===== config.mk =====
export PLATFORM = sky130hd
export DESIGN_NAME = ps2_host_tx
export DESIGN_NICKNAME = d
export VERILOG_FILES = /design/src/rtl/ps2_host_tx.sv
export SDC_FILE = /design/constraint.sdc
export NUM_CORES = 1
export LEC_CHECK = 0
export CAP_MARGIN = 25
export CORE_MARGIN = 5
export CORE_UTILIZATION = 42
export DETAILED_ROUTE_END_ITERATION = 6
export DONT_BUFFER_PORTS = 1
export PLACE_DENSITY_LB_ADDON = 0.08
export SLEW_MARGIN = 20
export SYNTH_ARGS = -nofsm -noshare
export SYNTH_HDL_FRONTEND = slang
export SYNTH_SLANG_ARGS = --single-unit

===== constraint.sdc =====
create_clock -name pclk -period 1.94 [get_ports pclk]
set_input_delay 0.194 -clock pclk [delete_from_list [all_inputs] [get_ports pclk]]
set_output_delay 0.194 -clock pclk [all_outputs]
set_load 0.02 [all_outputs]

===== src/rtl/ps2_host_tx.sv =====
// Host-to-keyboard PS/2 transmitter. Sends one command byte over the open-drain clock/data
// pair, checks the keyboard ACK and reports done or error. Runs entirely in the pclk domain;
// the keyboard lines are brought in through synchronizers.
module ps2_host_tx #(
  parameter int unsigned INHIBIT_CYCLES = 477,
  parameter int unsigned TIMEOUT_CYCLES = 71550,
  parameter int unsigned SYNC_STAGES    = 2
) (
  input  logic       pclk,
  input  logic       reset_n,
  input  logic [7:0] tx_data,
  input  logic       tx_valid,
  output logic       tx_ready,
  output logic       tx_done,
  output logic       tx_error,
  output logic       busy,
  input  logic       kbd_clk_in,
  input  logic       kbd_data_in,
  output logic       kbd_clk_drive_low,
  output logic       kbd_data_drive_low
);

  // One counter serves both the inhibit delay and the edge-to-edge timeout.
  localparam int unsigned CntMax = (INHIBIT_CYCLES > TIMEOUT_CYCLES) ? INHIBIT_CYCLES
                                                                     : TIMEOUT_CYCLES;
  localparam int unsigned CntW   = $clog2(CntMax + 1);

  localparam logic [CntW-1:0] CntTop      = CntW'(CntMax);
  localparam logic [CntW-1:0] InhibitLast = CntW'(INHIBIT_CYCLES - 1);
  localparam logic [CntW-1:0] TimeoutLast = CntW'(TIMEOUT_CYCLES - 1);
  localparam logic [CntW-1:0] CntOne      = CntW'(1);

  typedef enum logic [2:0] {
    StIdle     = 3'd0,
    StInhibit  = 3'd1,
    StStart    = 3'd2,
    StSend     = 3'd3,
    StAck      = 3'd4,
    StWaitIdle = 3'd5
  } state_e;

  state_e state_q, state_d;

  logic [SYNC_STAGES-1:0] clk_sync_q, clk_sync_d;
  logic [SYNC_STAGES-1:0] data_sync_q, data_sync_d;
  logic                   clk_prev_q, clk_prev_d;

  logic [7:0]      byte_q, byte_d;
  logic            parity_q, parity_d;
  logic [3:0]      bitcnt_q, bitcnt_d;
  logic [CntW-1:0] cnt_q, cnt_d;
  logic            clk_drive_q, clk_drive_d;
  logic            data_drive_q, data_drive_d;
  logic            done_q, done_d;
  logic            error_q, error_d;

  logic            clk_s;
  logic            data_s;
  logic            clk_fall;
  logic [CntW-1:0] cnt_inc;

  // Synchronizer shift and edge-detect history for the keyboard lines.
  always_comb begin
    clk_sync_d  = {clk_sync_q[SYNC_STAGES-2:0], kbd_clk_in};
    data_sync_d = {data_sync_q[SYNC_STAGES-2:0], kbd_data_in};
    clk_prev_d  = clk_s;
  end

  assign clk_s    = clk_sync_q[SYNC_STAGES-1];
  assign data_s   = data_sync_q[SYNC_STAGES-1];
  assign clk_fall = clk_prev_q & ~clk_s;

  // Synchronizer flops reset to the idle (released, pulled-up) line level.
  always_ff @(posedge pclk or negedge reset_n) begin
    if (!reset_n) begin
      clk_sync_q  <= '1;
      data_sync_q <= '1;
      clk_prev_q  <= 1'b1;
    end else begin
      clk_sync_q  <= clk_sync_d;
      data_sync_q <= data_sync_d;
      clk_prev_q  <= clk_prev_d;
    end
  end

  // Saturating increment: the counter parks at its terminal value instead of wrapping.
  assign cnt_inc = (cnt_q == CntTop) ? cnt_q : cnt_q + CntOne;

  // Next-state logic for the transmit sequence.
  always_comb begin
    state_d      = state_q;
    byte_d       = byte_q;
    parity_d     = parity_q;
    bitcnt_d     = bitcnt_q;
    cnt_d        = cnt_q;
    clk_drive_d  = clk_drive_q;
    data_drive_d = data_drive_q;
    done_d       = 1'b0;
    error_d      = 1'b0;

    unique case (state_q)
      StIdle: begin
        clk_drive_d  = 1'b0;
        data_drive_d = 1'b0;
        if (tx_valid) begin
          byte_d      = tx_data;
          parity_d    = ~^tx_data;  // odd parity over data + parity bit
          clk_drive_d = 1'b1;
          cnt_d       = '0;
          state_d     = StInhibit;
        end
      end

      StInhibit: begin
        if (cnt_q == InhibitLast) begin
          data_drive_d = 1'b1;
          state_d      = StStart;
        end else begin
          cnt_d = cnt_inc;
        end
      end

      StStart: begin
        // Data stays low as the start bit; releasing the clock hands timing to the keyboard.
        clk_drive_d = 1'b0;
        bitcnt_d    = '0;
        cnt_d       = '0;
        state_d     = StSend;
      end

      StSend: begin
        if (clk_fall) begin
          cnt_d    = '0;
          bitcnt_d = bitcnt_q + 4'd1;
          if (bitcnt_q < 4'd8) begin
            data_drive_d = ~byte_q[bitcnt_q[2:0]];
          end else if (bitcnt_q == 4'd8) begin
            data_drive_d = ~parity_q;
          end else begin
            data_drive_d = 1'b0;  // stop bit: line floats high
            state_d      = StAck;
          end
        end else if (cnt_q == TimeoutLast) begin
          clk_drive_d  = 1'b0;
          data_drive_d = 1'b0;
          error_d      = 1'b1;
          state_d      = StIdle;
        end else begin
          cnt_d = cnt_inc;
        end
      end

      StAck: begin
        if (clk_fall) begin
          cnt_d = '0;
          if (!data_s) begin
            state_d = StWaitIdle;
          end else begin
            data_drive_d = 1'b0;
            error_d      = 1'b1;
            state_d      = StIdle;
          end
        end else if (cnt_q == TimeoutLast) begin
          clk_drive_d  = 1'b0;
          data_drive_d = 1'b0;
          error_d      = 1'b1;
          state_d      = StIdle;
        end else begin
          cnt_d = cnt_inc;
        end
      end

      StWaitIdle: begin
        if (clk_s && data_s) begin
          done_d  = 1'b1;
          state_d = StIdle;
        end else if (clk_fall) begin
          cnt_d = '0;
        end else if (cnt_q == TimeoutLast) begin
          clk_drive_d  = 1'b0;
          data_drive_d = 1'b0;
          error_d      = 1'b1;
          state_d      = StIdle;
        end else begin
          cnt_d = cnt_inc;
        end
      end

      default: begin
        clk_drive_d  = 1'b0;
        data_drive_d = 1'b0;
        state_d      = StIdle;
      end
    endcase
  end

  // State and datapath registers; reset releases both lines immediately.
  always_ff @(posedge pclk or negedge reset_n) begin
    if (!reset_n) begin
      state_q      <= StIdle;
      byte_q       <= '0;
      parity_q     <= 1'b0;
      bitcnt_q     <= '0;
      cnt_q        <= '0;
      clk_drive_q  <= 1'b0;
      data_drive_q <= 1'b0;
      done_q       <= 1'b0;
      error_q      <= 1'b0;
    end else begin
      state_q      <= state_d;
      byte_q       <= byte_d;
      parity_q     <= parity_d;
      bitcnt_q     <= bitcnt_d;
      cnt_q        <= cnt_d;
      clk_drive_q  <= clk_drive_d;
      data_drive_q <= data_drive_d;
      done_q       <= done_d;
      error_q      <= error_d;
    end
  end

  // Pulses are registered so they coincide with the first IDLE cycle, together with tx_ready.
  assign tx_ready           = (state_q == StIdle);
  assign busy               = (state_q != StIdle);
  assign tx_done            = done_q;
  assign tx_error           = error_q;
  assign kbd_clk_drive_low  = clk_drive_q;
  assign kbd_data_drive_low = data_drive_q;

endmodule

==> run_results.csv, run 1 <==
group,metric,value,unit
run_status,outcome,"finished, violations left",
run_status,violations,"setup timing",
cells_and_area,fillers,598,
setup_path,crit_path_max_fanout,4,
cts,clk_latency,0.30,ns
routing,drt_pass1_iterations,4,
placed_design,hpwlAfterDp,5250,µm
placed_design,dpl.cell_count,405,
setup_path,critPathKind,"reg -> reg",
grt,grt_util_met2,0.322,
run,maxCapViolations,0,
grt,overflow,0,
min_path,holdCritPathClass,"in -> reg",
floorplanning,rows,29,
synthesis,synth_seq_cells,42,
floorplanning,start_util,0.426,
routing,totalWireLength,7320,µm
grt,grt_max_degree,43,
synthesis,yosysTopAreaCell,"dfrtp_1",
grt,use_met3,0.0323,
timing,period_minus_slack,1.99,ns
grt,grt_pass1_wl,12000,µm
timing,max_clock_freq,502,MHz
grt,grt_pass1_vias,2416,
floorplanning,die_area,0.00802,mm²
power_and_ir_drop,ir_drop,0.272,mV
power_and_ir_drop,powerDensity,474,mW/mm²
floorplanning,die_w,89.6,µm
placed_design,io_buffers,0,
power_and_ir_drop,leakagePower,1.54,nW
cells_and_area,final_nets,366,
synthesis,yosys_warnings,0,
synthesis,ys_seq_area_frac,0.398,
setup_path,crit_arrival,2.18,ns
grt,met1_usage,0.269,
routing,postRouteAntennaNets,0,
cts,cts_buffer_depth,2,
cells_and_area,stdcell_count,425,
cts,clock-sinks,42,
synthesis,synth_top_area_frac,0.348,
floorplanning,boundaryPins,19,
synthesis,yosysMostFrequentCell,"dfrtp_1",
cts,cts_buffers,5,
timing,tightest_slew,0.324,ns
routing,vias,2416,
timing,finalMaxSlewViolations,0,
timing,finalCritPeriodShare,1.03,
floorplanning,die_h,89.6,µm
routing,drc_errors,0,
setup_path,startpoint_type,"register",
synthesis,synth_nets,296,
grt,grtUsageTotal,0.195,
placed_design,dp_worst_setup_slack,-0.0700,ns
setup_path,required,2.13,ns
synthesis,syn_area,0.00266,mm²
floorplanning,coreArea,0.00624,mm²
synthesis,syn_inst,277,
synthesis,synth_area_leaders,"dfrtp_1 35%, dfstp_2 4.9%, o21ai_0 4.5%",
synthesis,syn_avg_cell_area,9.60,µm²
cts,cts-root-buf,"clkbuf_8",
setup_path,r2r_end,"cnt_q[7]$_DFFE_PN0P_",
min_path,min_to,"byte_q[5]$_DFFE_PN0P_",
grt,antenna_found_initial,0,
cts,clkSlewWorstSetupHoldPaths,0.09,ns
min_path,holdPathStages,1,
cts,htree_levels,2,
setup_path,crit_path_end_kind,"register",
min_path,hp-start,"tx_data[5]",
placed_design,gp_congestion,0.828,
routing,drt_iter0_markers,153,
cells_and_area,diodes,0,
timing,setup_viol_count_final,3,
setup_path,critPathSlowestCell,"or4b_4",
setup_path,slowest_delay,0.53,ns
timing,fin_ws,-0.0513,ns
grt,top_usage_layer,"met2",
synthesis,synth-async-reset-ratio,1.00,
synthesis,synth_edf_count,0,
timing,relSlewSlack,0.782,
cts,tritoncts,"yes",
timing,fin_skew,0.00937,ns
synthesis,ys.flop_type,"dfrtp_1",
synthesis,synthTopCellsByCount,"37 x dfrtp_1, 24 x o21ai_0, 22 x nand2_1, 15 x a21oi_1, 13 x nand3_1",
routing,avgViaCountPerCell,5.68,
setup_path,r2r-start,"cnt_q[16]$_DFFE_PN0P_",
timing,hold_viol_final,0,
routing,wl_per_cell,17.2,µm
cells_and_area,drive_gt1_frac,0.408,
setup_path,path_cells,"or4b_4, or4_4, and3_4, a211o_1",
timing,rsz0062_at_grt,"true",
setup_path,reg2reg_slack,-0.05,ns
synthesis,yosysUniqueCellTypes,65,
cells_and_area,area_growth_syn_to_layout,34.4,%
setup_path,rr_worst_depth,4,
-- sequential cells by signal (all words and copies together) (netlist names) --
signal and flops:
byte_q 8, kbd_clk_drive_low 1, cnt_q 17, clk_prev_q 1, data_sync_q 2, parity_q 1, state_q 3, tx_done 1
tx_error 1, kbd_data_drive_low 1, bitcnt_q 4, clk_sync_q 2
-- layout by cell type (no fill, tap or decap), drive strengths merged, types with 3 or more instances in the layout --
master | synthesis | final
buf | 6 | 75
dfrtp | 37 | 37
o21ai | 25 | 25
nand2 | 23 | 23
a21oi | 15 | 15
nand3 | 13 | 13
inv | 12 | 13
nor2 | 11 | 11
nand4 | 9 | 9
nand2b | 9 | 9
mux2 | 8 | 8
xnor2 | 6 | 6
ha | 6 | 6
dfstp | 5 | 5
clkbuf | 8 | 5
nor4 | 5 | 5
nor3 | 5 | 5
and4 | 4 | 4
o21a | 3 | 3
xor2 | 3 | 3
a211o | 3 | 3
dlygate4sd3 | 0 | 3
nor2b | 3 | 3
and3 | 3 | 3
o41ai | 3 | 3
or3 | 3 | 3
or4 | 3 | 3
o31ai | 3 | 3
nor4b | 3 | 3
-- stage by stage --
stage                      util  cell area (µm²)  power, mW  TNS (ns)  hold slack, ns
after detailed placement  0.504             3140      0.955    -0.375          -0.100
after global placement    0.504             3140      0.956    -0.350          -0.100
final                     0.572             3570       1.69   -0.0682          0.0395
after floorplan               -             2680      0.943    -0.254          -0.102
after global routing      0.572             3570       1.76    -0.407          0.0229
after CTS                 0.538             3360       1.72   -0.0930          0.0285
-- worst max-delay path: cells and delay by family (launching register included) --
kind | cells | cell delay, ns
flip-flops | 1 | 0.40
AO/OA/AOI/OAI | 1 | 0.26
AND/OR/NAND/NOR | 3 | 1.22
-- cells by family after synthesis --
logic type,count (synthesis),share of synthesized area
xor gates and xnor gates,9,0.0296
buffers and inverters,27,0.0612
and+or+nand+nor,102,0.222
DFF,42,0.398
muxes,12,0.0584
AOI/OAI and AO/OA,79,0.203
adders and majority gates,6,0.0282
-- layout make-up --
cell class	count	area [µm²]	area share
multi-input combinational	208	1630	0.455
sequential	42	1060	0.297
timing repair buffer	78	626	0.175
tap	77	96.3	0.0270
clock buffer	5	68.8	0.0193
clock inverter	3	48.8	0.0137
inverter	12	45.0	0.0126
-- routing by layer --
metal  vias up  part of all wire  wire length, µm
met5         -                 0                0
met4         0             0.014              103
met3         9             0.045              326
met2        56              0.47             3430
met1      1171              0.47             3470
li1       1180                 -                -
-- what timing repair did --
action / CTS / global route
hold buffers: 4 / 0
pin swaps: 3 / 12
setup buffers: 3 / 6
gates cloned: 0 / 1
resized for setup: 8 / 43
setup endpoints to repair: 12 / 16
endpoints found under the hold margin: 44 / 0
-- power by group --
group / internal [mW] / switching [mW]
combinational: 0.0367 / 0.0418
clock: 0.392 / 0.332
sequential: 0.884 / 0.00589
total: 1.31 / 0.380
-- worst max path at each step --
stage                           start                     to  slack (ns)  depth (start not counted)
2_1_floorplan   cnt_q[16]$_DFFE_PN0P_   cnt_q[7]$_DFFE_PN0P_        -0.1                          5
3_3_place_gp     cnt_q[0]$_DFFE_PN0P_   cnt_q[9]$_DFFE_PN0P_       -0.08                          7
3_5_place_dp   state_q[2]$_DFFE_PN0P_  cnt_q[15]$_DFFE_PN0P_       -0.07                          7
4_1_cts         cnt_q[16]$_DFFE_PN0P_   cnt_q[7]$_DFFE_PN0P_       -0.06                          4
5_1_grt          cnt_q[0]$_DFFE_PN0P_   cnt_q[7]$_DFFE_PN0P_       -0.09                          7
6_report        cnt_q[16]$_DFFE_PN0P_   cnt_q[7]$_DFFE_PN0P_       -0.05                          4
Power figures use the tool's default switching activity.
==> run 2: changes to the inputs <==
--- a/config.mk
+++ b/config.mk
@@ -6,6 +6,7 @@
 export NUM_CORES = 1
 export LEC_CHECK = 0
 export CAP_MARGIN = 25
+export CORE_ASPECT_RATIO = 0.6
 export CORE_MARGIN = 5
 export CORE_UTILIZATION = 42
 export DETAILED_ROUTE_END_ITERATION = 6
==> run 2 against run 1 <==
Net effect:
- the run still ends with setup timing left
- register-to-register slack worse by 0.04 ns
- via count down 1.7%
- cell area down 1.9%
- die area up 0.65%
- sequential cell count unchanged
- critical endpoint unchanged
- highest routed layer unchanged
==> run_results.csv, run 2 (same netlist as run 1, synthesis figures left out) <==
group,metric,value,unit
timing,max_clock_freq,493,MHz
grt,grt_max_degree,43,
run_status,outcome,"finished, violations left",
cts,cts-root-buf,"clkbuf_8",
setup_path,crit_family,"simple AND/OR/NAND/NOR gates",
setup_path,required,2.13,ns
setup_path,slowest_delay,0.55,ns
cts,cts_buffer_depth,2,
timing,hold_viol_final,0,
routing,vias,2374,
routing,met1_length,4230,µm
floorplanning,die_w,113,µm
timing,fin_skew,0.00738,ns
timing,setup_viol_count_final,5,
placed_design,hpwlAfterDp,5670,µm
placed_design,dp_worst_setup_slack,-0.140,ns
run,maxCapViolations,0,
placed_design,gp_congestion,0.889,
setup_path,crit_arrival,2.21,ns
power_and_ir_drop,ir_drop,0.277,mV
routing,met3_length,551,µm
cts,clock-sinks,42,
timing,rsz0062_at_grt,"true",
routing,wl_per_cell,17.8,µm
min_path,holdCritPathClass,"in -> reg",
routing,drc_errors,0,
setup_path,crit_path_max_fanout,4,
cells_and_area,regMostFlops,"cnt_q",
grt,grt_pass1_wl,12100,µm
cts,clkSlewWorstSetupHoldPaths,0.09,ns
floorplanning,coreArea,0.00614,mm²
cells_and_area,reg_top3,"cnt_q (17), byte_q (8), bitcnt_q (4)",
timing,relSlewSlack,0.737,
cts,tritoncts,"yes",
cells_and_area,stdcell_count,428,
floorplanning,die_area,0.00807,mm²
cts,htree_levels,2,
setup_path,critPathKind,"reg -> reg",
routing,drt_iter0_markers,190,
routing,top_layer,"met4",
power_and_ir_drop,leakagePower,1.52,nW
cells_and_area,post-route-util,0.571,
grt,overflow,0,
cells_and_area,largest_reg_flops,17,
run_status,violations,"setup timing",
grt,grt_pass1_vias,2239,
placed_design,dpl.cell_count,414,
timing,setup_tns,-0.256,ns
grt,antenna_found_initial,0,
cells_and_area,stdcell_area,0.00350,mm²
timing,finalMaxSlewViolations,0,
placed_design,placed_area,0.00317,mm²
floorplanning,start_util,0.433,
timing,period_minus_slack,2.03,ns
routing,drt_pass1_iterations,4,
grt,grtUsageTotal,0.192,
routing,totalWireLength,7620,µm
cells_and_area,diodes,0,
timing,tightest_slew,0.394,ns
cts,clk_latency,0.30,ns
routing,wl_met2,2810,µm
power_and_ir_drop,totalPowerFinal,1.56,mW
routing,postRouteAntennaNets,0,
setup_path,crit_path_end_kind,"register",
cells_and_area,drive_gt1_frac,0.392,
setup_path,critPathSlowestCell,"or4b_4",
routing,avgViaCountPerCell,5.55,
placed_design,io_buffers,0,
cells_and_area,fillers,549,
timing,fin_ws,-0.0866,ns
cells_and_area,mostFrequentLayoutCells,"65 x buf_4, 36 x dfrtp_1, 24 x o21ai_0",
cts,cts_buffers,5,
cells_and_area,area_growth_syn_to_layout,31.8,%
setup_path,startpoint_type,"register",
timing,finalCritPeriodShare,1.04,
setup_path,worst-path-buf-inv,0,
setup_path,path_cells,"or4b_4, or4_4, and3_4, a211o_1",
cells_and_area,final_nets,362,
cells_and_area,final_common_cell,"buf_4",
floorplanning,die_h,71.6,µm
power_and_ir_drop,powerDensity,445,mW/mm²
timing,hold_slack,0.0380,ns
floorplanning,rows,22,
floorplanning,boundaryPins,19,
==> run 2: cell types whose count changed in the layout (fill, tap and decap cells not counted), moves of 2 or more <==
cell	delta
o31ai_1	+2
dfrtp_2	-2
nand2_1	+2
o21ai_1	-4
nand2_2	-2
nor4_2	+2
o21ai_0	+4
buf_4	-2
o31ai_2	-2
dfrtp_1	+2
nor4_1	-2
==> run 2: power breakdown <==
group	switching (mW)	internal (mW)
combinational	0.0441	0.0384
sequential	0.00456	0.884
clock	0.335	0.253
==> run 2: path summary, 6_finish.rpt <==
kind	startpoint	cells after the start	slack, ns	end
setup reg to reg	cnt_q[16]$_DFFE_PN0P_	4	-0.09	cnt_q[7]$_DFFE_PN0P_
hold / removal	tx_data[4]	1	0.04	byte_q[4]$_DFFE_PN0P_
hold reg to reg	clk_sync_q[0]$_DFF_PN1_	0	0.36	clk_sync_q[1]$_DFF_PN1_
max in group asynchronous	reset_n	2	1.25	data_sync_q[0]$_DFF_PN1_
setup / recovery	cnt_q[16]$_DFFE_PN0P_	4	-0.09	cnt_q[7]$_DFFE_PN0P_
min in group asynchronous	reset_n	2	0.43	cnt_q[14]$_DFFE_PN0P_
==> run 2: cell type report <==
type,count,area [µm²],area share
inverters,12,45.0,0.0129
flip-flops and latches,42,1060,0.302
clock inverters,3,21.3,0.00607
multi-input cells,208,1600,0.458
well taps,84,105,0.0300
repair buffers,74,602,0.172
clock buffers,5,68.8,0.0196
==> run 2: timing repair <==
item                                    4_1_cts  5_1_grt
setup buffers                                 1        1
hold buffers                                  4        0
gates resized for setup                       9       32
pin swaps                                     4       15
endpoints found under the setup margin       15       18
hold endpoints to repair                     44        0
==> run 2: metal layers <==
metal  track usage  vias to the layer above
li1              -                     1169
met1         0.331                     1132
met2         0.232                       71
met3        0.0447                        2
met4        0.0360                        0
met5             0                        -
